==> src/rtl/mips_pkg.sv <==
// mips_pkg
// Shared definitions for the MIPS pipeline front end: reset and exception
// addresses, next-PC selector operation codes, the instruction-fetch state
// encoding and the layout of one buffered fetch entry.
package mips_pkg;

  // Address loaded into the PC by reset and the exception entry point.
  localparam logic [31:0] RESET_PC = 32'h0000_3000;
  localparam logic [31:0] EXC_VEC  = 32'h0000_4180;

  // Next-PC selector operations (used by the selector, shared here).
  localparam logic [1:0] NPC_SEQ = 2'b00;
  localparam logic [1:0] NPC_BR  = 2'b01;
  localparam logic [1:0] NPC_J   = 2'b10;
  localparam logic [1:0] NPC_EXC = 2'b11;

  // Fetch controller states: BOOT is the single idle cycle after reset,
  // FETCH issues requests, HOLD parks a fetched word while ID is stalled.
  typedef enum logic [1:0] {
    BOOT  = 2'b00,
    FETCH = 2'b01,
    HOLD  = 2'b10
  } fetch_state_t;

  // One fetched instruction together with the PC + 4 it came from.
  typedef struct packed {
    logic [31:0] instr;
    logic [31:0] pcplus;
  } hold_entry_t;

endpackage

==> src/rtl/fetch_hold_buf.sv <==
// fetch_hold_buf
// One-entry register that parks a fetched instruction and its PC + 4 while
// the ID stage is stalled.
// Ports:
//   clk   - clock, rising edge
//   rst   - synchronous active-high reset, empties the entry to zero
//   load  - capture din at the next edge
//   clear - discard the entry (wins over load)
//   din   - {instr, pcplus} to capture
//   dout  - currently held {instr, pcplus}
module fetch_hold_buf
  import mips_pkg::*;
(
  input  logic        clk,
  input  logic        rst,
  input  logic        load,
  input  logic        clear,
  input  hold_entry_t din,
  output hold_entry_t dout
);

  // Entry register: a discard must beat a capture so a flush never lets a
  // same-cycle fetched word survive.
  always_ff @(posedge clk) begin
    if (rst || clear) begin
      dout <= '0;
    end else if (load) begin
      dout <= din;
    end
  end

endmodule

==> src/rtl/pc_fetch.sv <==
// pc_fetch
// Instruction-fetch front end: owns the PC, issues fetch requests to
// instruction memory, writes the IF/ID register, absorbs ID stalls with a
// one-entry hold buffer, and handles flushes and misaligned fetch targets.
// Ports:
//   clk, rst             - clock and synchronous active-high reset
//   npc_addr             - next address chosen by the next-PC selector
//   pcplus               - PC + 4 presented to the next-PC selector
//   imem_req, imem_addr  - fetch request valid and address (= PC)
//   imem_ready           - memory accepts, imem_rdata valid same cycle
//   imem_rdata           - fetched instruction word
//   stallD, flushD       - ID stall and exception flush
//   instrD, pcplusD      - IF/ID instruction and its PC + 4
//   validD               - IF/ID holds a real instruction
//   adel_f, badvaddr_f   - misaligned fetch target trap pulse and address
module pc_fetch
  import mips_pkg::*;
#(
  parameter logic [31:0] RESET_PC = mips_pkg::RESET_PC,
  parameter logic [31:0] EXC_VEC  = mips_pkg::EXC_VEC
) (
  input  logic        clk,
  input  logic        rst,
  input  logic [31:0] npc_addr,
  output logic [31:0] pcplus,
  output logic        imem_req,
  output logic [31:0] imem_addr,
  input  logic        imem_ready,
  input  logic [31:0] imem_rdata,
  input  logic        stallD,
  input  logic        flushD,
  output logic [31:0] instrD,
  output logic [31:0] pcplusD,
  output logic        validD,
  output logic        adel_f,
  output logic [31:0] badvaddr_f
);

  fetch_state_t state, state_next;
  logic [31:0]  pc;
  hold_entry_t  buf_q;
  hold_entry_t  adv_entry;
  logic         advance;
  logic         bubble;
  logic         buf_load;
  logic         buf_clear;
  logic         redirect;
  logic         misaligned;

  // The PC drives both the fetch address and the sequential successor.
  assign pcplus    = pc + 32'd4;
  assign imem_addr = pc;
  assign imem_req  = (state == FETCH);

  // The PC only moves when an instruction enters IF/ID or on a flush; at
  // that moment a non-word-aligned target is trapped instead of fetched.
  assign redirect   = advance || flushD;
  assign misaligned = redirect && (npc_addr[1:0] != 2'b00);

  fetch_hold_buf u_hold_buf (
    .clk   (clk),
    .rst   (rst),
    .load  (buf_load),
    .clear (buf_clear),
    .din   ({imem_rdata, pcplus}),
    .dout  (buf_q)
  );

  // State register for the fetch controller.
  always_ff @(posedge clk) begin
    if (rst) begin
      state <= BOOT;
    end else begin
      state <= state_next;
    end
  end

  // Next-state and datapath control. A ready fetch either advances straight
  // into IF/ID or, when ID is stalled, is parked in the hold buffer. A flush
  // overrides everything: nothing advances and the buffer is discarded.
  always_comb begin
    state_next = state;
    advance    = 1'b0;
    bubble     = 1'b0;
    buf_load   = 1'b0;
    buf_clear  = 1'b0;
    adv_entry  = '0;
    unique case (state)
      BOOT: begin
        state_next = FETCH;
      end
      FETCH: begin
        if (imem_ready) begin
          if (!stallD) begin
            advance   = 1'b1;
            adv_entry = {imem_rdata, pcplus};
          end else begin
            buf_load   = 1'b1;
            state_next = HOLD;
          end
        end else if (!stallD) begin
          bubble = 1'b1;
        end
      end
      HOLD: begin
        if (!stallD) begin
          advance    = 1'b1;
          adv_entry  = buf_q;
          state_next = FETCH;
        end
      end
      default: begin
        state_next = BOOT;
      end
    endcase
    if (flushD) begin
      state_next = FETCH;
      advance    = 1'b0;
      bubble     = 1'b0;
      buf_load   = 1'b0;
      buf_clear  = 1'b1;
    end
  end

  // PC, IF/ID register and trap reporting. The trap pulse lasts one cycle;
  // the captured bad address stays until the next trap or reset.
  always_ff @(posedge clk) begin
    if (rst) begin
      pc         <= RESET_PC;
      instrD     <= '0;
      pcplusD    <= '0;
      validD     <= 1'b0;
      adel_f     <= 1'b0;
      badvaddr_f <= '0;
    end else begin
      adel_f <= 1'b0;
      if (misaligned) begin
        pc         <= EXC_VEC;
        adel_f     <= 1'b1;
        badvaddr_f <= npc_addr;
      end else if (redirect) begin
        pc <= npc_addr;
      end
      if (flushD) begin
        validD <= 1'b0;
      end else if (advance) begin
        instrD  <= adv_entry.instr;
        pcplusD <= adv_entry.pcplus;
        validD  <= 1'b1;
      end else if (bubble) begin
        validD <= 1'b0;
      end
    end
  end

endmodule
==> config.mk <==
export PLATFORM = sky130hd
export DESIGN_NAME = pc_fetch
export DESIGN_NICKNAME = d
export VERILOG_FILES = /design/src/rtl/mips_pkg.sv /design/src/rtl/fetch_hold_buf.sv /design/src/rtl/pc_fetch.sv
export SDC_FILE = /design/constraint.sdc
export NUM_CORES = 1
export LEC_CHECK = 0
export BUFFER_PORTS_ARGS = -buffer_cell sky130_fd_sc_hd__buf_4
export CAP_MARGIN = 20
export CORE_ASPECT_RATIO = 0.7
export CORE_MARGIN = 4
export CORE_UTILIZATION = 47
export CTS_CLUSTER_SIZE = 30
export DETAILED_ROUTE_END_ITERATION = 16
export MAX_ROUTING_LAYER = met4
export PLACE_DENSITY_LB_ADDON = 0.25
export SLEW_MARGIN = 20
export SYNTH_ARGS = -nofsm -noshare
export SYNTH_HDL_FRONTEND = slang
export SYNTH_HIERARCHICAL = 1
export SYNTH_SLANG_ARGS = --single-unit
==> constraint.sdc <==
create_clock -name clk -period 1.84 [get_ports clk]
set_clock_uncertainty 0.15 [all_clocks]
set_input_delay 0.092 -clock clk [delete_from_list [all_inputs] [get_ports clk]]
set_output_delay 0.092 -clock clk [all_outputs]
set_load 0.05 [all_outputs]
==> results of run 1 <==
-- metrics by stage --
step	setup slack, ps	area (um^2)	hold WS [ps]	util
2_1_floorplan	-283	8800	11.5	-
3_3_place_gp	-551	11400	170	0.686
3_5_place_dp	-258	11400	176	0.687
4_1_cts	-436	15200	72.2	0.919
-- kinds of logic after synthesis --
family / synth area share
simple gates: 0.194
fa+ha+maj: 0.00775
buf+inv: 0.0570
xor+xnor: 0.0217
flops: 0.486
mux: 0.0806
compound gates: 0.153
-- synthesized netlist by cell type (2+ instances only) --
library cell  count  share of area
or2_1            11         0.0085
buf_6             9          0.013
o2bb2ai_1         2         0.0022
o31a_1            7         0.0076
nand2_1          72          0.033
nand4_1           9         0.0070
nor3b_1           2         0.0019
a221oi_1         47          0.051
inv_1             7         0.0033
ha_1              5         0.0078
o21a_1            2         0.0019
o21ai_1           9         0.0056
nand3_1          13         0.0081
dfxtp_1         196           0.49
buf_2             8         0.0050
and3_1            8         0.0062
o211a_1           2         0.0025
mux2i_1          65          0.081
buf_4             5         0.0047
and2_1            3         0.0023
nor3_1           58          0.036
and4_4            2         0.0028
a21oi_1          44          0.027
nor4_1            9         0.0070
a22o_1           30          0.033
a211o_1           2         0.0022
nor3_2            2         0.0025
buf_8             6          0.011
and4_1            5         0.0054
buf_1             3         0.0014
a22oi_1           3         0.0028
xor2_1            4         0.0043
nor2_1          141          0.066
xnor2_1          16          0.017
clkbuf_1         41          0.019
nor2b_1           2         0.0015
a211oi_1         12          0.011
-- what timing repair did --
action,CTS
cloned,27
pin swaps,117
hold buffers,67
setup endpoints to repair,161
resized for setup,328
hold endpoints to repair,129
buffers inserted,69
==> flow_metrics.tcl, run 1 <==
set metrics [dict create \
    status "did not finish" \
    stop_stage "5_1_grt" \
    toolErrorMsg "[ERROR DPL-0038] Utilization greater than 100%, impossible to legalize" \
    cts_root_buffer "clkbuf_16" \
    dp_hpwl_um 18800 \
    worstEndpointType "primary output" \
    tritoncts.num_buffers 17 \
    clk_path_buf_depth 2 \
    ys_ff_latch 196 \
    grt_max_degree 67 \
    clkSinkCount 196 \
    syn_inst 872 \
    core.rowCount 39 \
    port_buffers 231 \
    synth_cell_types 47 \
    syn_area_per_cell_um2 9.26 \
    yosysSeqAreaShare 0.486 \
    dp.cells 1361 \
    start_util 0.487 \
    ys_warn_count 6 \
    ios 232 \
    ys_async_sr_fraction 0 \
    die_height_um 118 \
    synth_nets 946 \
    place.gp.congestion 0.835 \
    cts.htree.levels 4 \
    synth_area_mm2 0.00807 \
    crit_endpoint "pcplus[22]" \
    ys.flop_type "dfxtp_1" \
    synth_edf_count 0 \
    die_w_um 165 \
]
==> inputs of run 2 (changes only) <==
--- a/config.mk
+++ b/config.mk
@@ -7,13 +7,10 @@
 export LEC_CHECK = 0
 export BUFFER_PORTS_ARGS = -buffer_cell sky130_fd_sc_hd__buf_4
 export CAP_MARGIN = 20
-export CORE_ASPECT_RATIO = 0.7
 export CORE_MARGIN = 4
-export CORE_UTILIZATION = 47
-export CTS_CLUSTER_SIZE = 30
+export CORE_UTILIZATION = 40
 export DETAILED_ROUTE_END_ITERATION = 16
-export MAX_ROUTING_LAYER = met4
-export PLACE_DENSITY_LB_ADDON = 0.25
+export PLACE_DENSITY_LB_ADDON = 0.15
 export SLEW_MARGIN = 20
 export SYNTH_ARGS = -nofsm -noshare
 export SYNTH_HDL_FRONTEND = slang
==> constraint.sdc (replaced) <==
create_clock -name clk -period 2.4 [get_ports clk]
set_clock_uncertainty 0.15 [all_clocks]
set_input_delay 0.12 -clock clk [delete_from_list [all_inputs] [get_ports clk]]
set_output_delay 0.12 -clock clk [all_outputs]
set_load 0.05 [all_outputs]
==> run 2 against run 1 <==
- the flow now finishes without violations
- synthesized cell count did not move
- synthesized area did not move
==> flow_metrics.tcl, run 2 <==
set metrics [dict create \
    grt_max_degree 53 \
    start_util 0.411 \
    hold_viol 0 \
    drive_above_1_share 0.326 \
    status "finished, final reports clean" \
    synth_nets 946 \
    ys.flop_type "dfxtp_1" \
    intPower_mw 5.29 \
    syn_area_per_cell_um2 9.26 \
    viasPerCell 5.17 \
    cts.clk_slew.worst_paths_ps 70 \
    p_leak_nw 4.77 \
    setup_viol 0 \
    pwr_density_cell_mw_per_mm2 632 \
    reg2reg_to "pcplusD[12]" \
    end_kind "output port" \
    rsz0062_at_grt "yes" \
    clk_latency_ps 430 \
    core.rowCount 51 \
    cts_tree "built" \
    ys_async_sr_fraction 0 \
    synth_top_area_frac 0.486 \
    worstPathArrival_ps 2080 \
    worstHoldPathType "input pin to flop" \
    crit_fanout 7 \
    cts_root_buffer "clkbuf_16" \
    n_antenna_cell 0 \
    ys_ff_latch 196 \
    clkSinkCount 196 \
    worstPathCellList "ha_4 > and4_4 > nand4_4 > o21a_1 > or2_4 > buf_6" \
    die_area_mm2 0.0225 \
    final_cell_mix "247 x buf_4, 169 x dfxtp_1, 137 x nor2_1" \
    timing_worst_setup_path_type "flop to output port" \
    dp.cells 1323 \
    firstDrtPassIters 5 \
    p_seq_frac 0.459 \
    final_common_cell "buf_4" \
    worstSetupStartpointType "flop" \
    synth.area.top_cells "dfxtp_1 49%, mux2i_1 8.1%, nor2_1 6.6%, a221oi_1 5.1%, nor3_1 3.6%" \
    maxSlewHeadroom 0.691 \
    cts.htree.levels 4 \
    comb_power_share 0.162 \
    final_antenna_net_count 0 \
    syn_inst 872 \
    die_w_um 150 \
    slowest_delay_ps 380 \
    grt_overflow 0 \
    antenna_found_initial 0 \
    clkPwrFrac 0.378 \
    netSwitchingFraction 0.290 \
    critPathSlowestCell "dfxtp_4" \
    final_util 0.601 \
    synthToLayoutAreaGrowth_pct 46.2 \
    num-nets-final 1225 \
    worstPathRequired_ps 2130 \
    core-area_mm2 0.0197 \
    yosysSeqAreaShare 0.486 \
    fin_crit_ps 2350 \
    dp_hpwl_um 16700 \
    min_from "stallD" \
    place.gp.congestion 0.788 \
    regMostFlops "u_hold_buf/dout" \
    synth_common_cells "196 x dfxtp_1, 141 x nor2_1, 72 x nand2_1" \
    largest_register_ffs 64 \
    r2r-start "imem_addr[3]" \
    grt_pass1_vias 7205 \
    ios 232 \
    p_switching_mw 2.16 \
    fin_cells 1429 \
    grt_usage 0.214 \
    port_buffers 231 \
    grt_pass1_wl_um 38300 \
    drv_slew 0 \
    min_path_cells 5 \
    min_period_over_period 0.981 \
    timing.final.ws_setup_ps 45.7 \
    r2r_cells 8 \
    synth_area_mm2 0.00807 \
    wirelength_um 24400 \
    tritoncts.num_buffers 17 \
    ys_warn_count 6 \
    maxCapViolations 0 \
    die_height_um 150 \
    synth_edf_count 0 \
    ir_worst_vdd_v 0.000561 \
    route.vias.total 7391 \
    yosys.area.top_type "dfxtp_1" \
    hold_end "validD" \
    dr.first_iter.drc_count 382 \
    tightest_slew_ps 463 \
    clk_path_buf_depth 2 \
    synth.most_common_cell "dfxtp_1" \
    pre_cts_ws_ps 249 \
    fmax_mhz 425 \
    drc 0 \
    wl_per_cell_um 17.1 \
    r2r_slack_ps 280 \
    synth_cell_types 47 \
]
[run 2: cell counts after synthesis]
Identical to the previous run, type by type.
[run 2: kinds of logic (layout without fill, tap and decap cells)]
logic type      count (synthesis)  after routing  share of synthesized area
buf+inv                        79            371                     0.0570
mux                            65             65                     0.0806
simple gates                  342            342                      0.194
fa+ha+maj                       5              5                    0.00775
flops                         196            196                      0.486
xor+xnor                       20             20                     0.0217
compound gates                165            165                      0.153
[run 2: routing by layer]
| metal | GRT usage | wire (um) | share of wire |
|---|---|---|---|
| met4 | 0.0499 | 335 | 0.014 |
| met1 | 0.277 | 10900 | 0.45 |
| met5 | 0 | 0 | 0 |
| met2 | 0.349 | 11300 | 0.46 |
| met3 | 0.0697 | 1940 | 0.079 |
[run 2: timing repair]
action | 4_1_cts | 5_1_grt
setup endpoints to repair | 17 | 16
gates resized for setup | 22 | 46
pin swaps | 3 | 12
hold buffers | 67 | 0
cloned | 0 | 0
endpoints found under the hold margin | 134 | 0
buffers inserted | 0 | 7
[run 2: power groups by stage]
stage          clock network (mW)  registers [mW]  logic, mW
2_1_floorplan                   0            3.78      0.429
3_3_place_gp                    0            3.51       1.11
3_5_place_dp                    0            3.51       1.11
4_1_cts                      2.89            3.43       1.20
5_1_grt                      3.02            3.44       1.29
6_report                     2.82            3.43       1.21
[run 2: worst max-delay path, delay by kind of cell, from the launching register on]
family	cells	cell delay (ps)
buffers and inverters	1	160
adders and majority gates	1	140
and+or+nand+nor	3	730
AOI/OAI and AO/OA	1	250
DFF	1	380
[run 2: area by class of cell]
| type | count | area, um^2 |
|---|---|---|
| Sequential cell | 196 | 4000 |
| Clock inverter | 13 | 144 |
| Timing Repair Buffer | 332 | 2790 |
| Multi-Input combinational cell | 597 | 4070 |
| Fill cell | 1716 | 7850 |
| Inverter | 7 | 26.3 |
| Clock buffer | 19 | 443 |
| Tap cell | 265 | 332 |
[run 2: worst max path at each step]
stage                  start          end  slack [ps]  depth (start not counted)
3_3_place_gp    imem_addr[3]   pcplus[22]         270                          6
2_1_floorplan   imem_addr[2]  pcplusD[16]         -30                          7
6_report        imem_addr[3]   pcplus[18]          50                          6
5_1_grt        imem_addr[21]   pcplus[26]         -40                          5
3_5_place_dp    imem_addr[3]   pcplus[22]         250                          6
4_1_cts        imem_addr[12]   pcplus[25]        0.02                          5
[run 2: through the flow]
step | area (um^2) | setup TNS, ps | hold WS [ps] | total power [mW]
after floorplan | 8280 | -34.9 | 46.9 | 4.21
after global placement | 10300 | 0 | 201 | 4.61
after detailed placement | 10300 | 0 | 207 | 4.61
after CTS | 11600 | 0 | 14.1 | 7.52
after global routing | 11800 | -84.1 | 90.8 | 7.75
final | 11800 | 0 | 39.4 | 7.46
Note: power is estimated with default switching activity, not from simulation.
==> inputs of run 3 (changes only) <==
--- a/config.mk
+++ b/config.mk
@@ -7,8 +7,10 @@
 export LEC_CHECK = 0
 export BUFFER_PORTS_ARGS = -buffer_cell sky130_fd_sc_hd__buf_4
 export CAP_MARGIN = 20
+export CELL_PAD_IN_SITES_DETAIL_PLACEMENT = 0
+export CELL_PAD_IN_SITES_GLOBAL_PLACEMENT = 2
 export CORE_MARGIN = 4
-export CORE_UTILIZATION = 40
+export CORE_UTILIZATION = 31
 export DETAILED_ROUTE_END_ITERATION = 16
 export PLACE_DENSITY_LB_ADDON = 0.15
 export SLEW_MARGIN = 20
==> run 3 against run 2 <==
- global-route usage is 3.1 points lower
- worst setup slack better by 19 ps
- sequential power hardly changed
- fmax is 0.80% higher
- largest cell class unchanged
- largest power group unchanged
- highest routed layer unchanged
==> flow_metrics.tcl, run 3 (synthesis results as in run 2) <==
set metrics [dict create \
    status "finished, final reports clean" \
    ir_worst_vdd_v 0.000423 \
    fmax_mhz 428 \
    min_period_over_period 0.973 \
    largest_register_ffs 64 \
    grt_usage 0.184 \
    synthToLayoutAreaGrowth_pct 49.2 \
    clk_path_buf_depth 2 \
    drc 0 \
    drv_slew 0 \
    drive_above_1_share 0.334 \
    wl_per_cell_um 17.9 \
    fin_crit_ps 2340 \
    cts.htree.levels 4 \
    route.vias.total 7307 \
    grt_overflow 0 \
    grt_max_degree 65 \
    final_area_mm2 0.0120 \
    crit_fanout 6 \
    fin_cells 1508 \
    core-area_mm2 0.0254 \
    dr.first_iter.drc_count 300 \
    place.gp.congestion 0.756 \
    clk_latency_ps 430 \
    maxSlewHeadroom 0.607 \
    antenna_found_initial 0 \
    worstPathArrival_ps 2070 \
    final_cell_mix "259 x buf_4, 172 x dfxtp_1, 137 x nor2_1" \
    dp.cells 1396 \
    dp_hpwl_um 18700 \
    setup_viol 0 \
    cts_tree "built" \
    worstPathRequired_ps 2130 \
    final_antenna_net_count 0 \
    clkSinkCount 196 \
    p_leak_nw 4.86 \
    start_util 0.318 \
    totalNegativeSetupSlack_ps 0 \
    firstDrtPassIters 4 \
    worstHoldPathType "input pin to flop" \
    tightest_slew_ps 589 \
    n_antenna_cell 0 \
    final_common_cell "buf_4" \
    rsz0062_at_grt "yes" \
    worstPathCellList "buf_6 > and4_4 > buf_4 > nand4_1 > xnor2_2 > buf_4" \
    path_common_cell "buf_4" \
    port_buffers 231 \
    grt_pass1_vias 7408 \
    ios 232 \
    timing_worst_setup_path_type "flop to output port" \
    placedInstanceArea_mm2 0.0104 \
    hold_viol 0 \
    cts_root_buffer "clkbuf_16" \
    num-nets-final 1239 \
    core.rowCount 58 \
    grt_pass1_wl_um 41900 \
    die_area_mm2 0.0287 \
    worstSetupStartpointType "flop" \
    hold_ws_ps 56.5 \
    critPathSlowestCell "dfxtp_4" \
    regMostFlops "u_hold_buf/dout" \
    die_w_um 169 \
    die_height_um 169 \
    slowest_delay_ps 360 \
    tritoncts.num_buffers 17 \
    viasPerCell 4.85 \
    end_kind "output port" \
    maxCapViolations 0 \
    wirelength_um 27000 \
    cts.clk_slew.worst_paths_ps 80 \
    pwr_density_cell_mw_per_mm2 631 \
]
[run 3: cell types whose count changed in the layout (fill, tap and decap cells not counted), sizes merged]
cell	change
buf	+14
clkinv	+1
clkinvlp	-3
inv	+2
[run 3: worst paths after layout]
kind	cells after the start	end	slack (ps)	from
setup / recovery	6	pcplus[9]	60	imem_addr[2]
hold / removal	5	validD	60	stallD
setup reg to reg	8	pcplusD[27]	250	state[0]
hold reg to reg	2	badvaddr_f[0]	320	badvaddr_f[0]
[run 3: final cells by class]
cell class	instances	area, um^2
sequential	196	3990
inverter	7	26.3
tap	330	413
multi-input combinational	597	4080
clock buffer	19	443
clock inverter	13	158
fill	2463	13400
timing repair buffer	346	2930
[run 3: repair_timing]
| item | 4_1_cts | 5_1_grt |
|---|---|---|
| endpoints found under the setup margin | 19 | 26 |
| resized for setup | 35 | 35 |
| pin swaps | 6 | 17 |
| endpoints found under the hold margin | 129 | 0 |
| hold buffers | 67 | 0 |
| buffers inserted | 1 | 12 |
[run 3: power by group]
group	leakage, nW	internal [mW]	switching, mW
Clock	0.294	1.52	1.40
Sequential	1.60	3.34	0.0826
Combinational	2.96	0.476	0.781
Total	4.86	5.33	2.26
[run 3: critical path, delay by kind of cell (launching register included)]
kind          cells  cell delay [ps]
xor+xnor          1              310
flops             1              360
buf+inv           3              550
simple gates      2              420
[run 3: routing by layer]
layer,wire (um),track usage,part of all wire
met5,0,0,0
met4,276,0.0410,0.010
met3,1620,0.0524,0.060
met2,12600,0.299,0.47
met1,12500,0.244,0.46
[run 3: metrics by stage]
stage | utilization | setup WS (ps) | power [mW]
detailed placement | 0.410 | 143 | 4.65
global placement | 0.410 | 184 | 4.65
global route | 0.474 | -7.55 | 7.93
floorplan | - | -34.9 | 4.21
CTS | 0.465 | 8.98 | 7.70
finish | 0.474 | 64.3 | 7.59
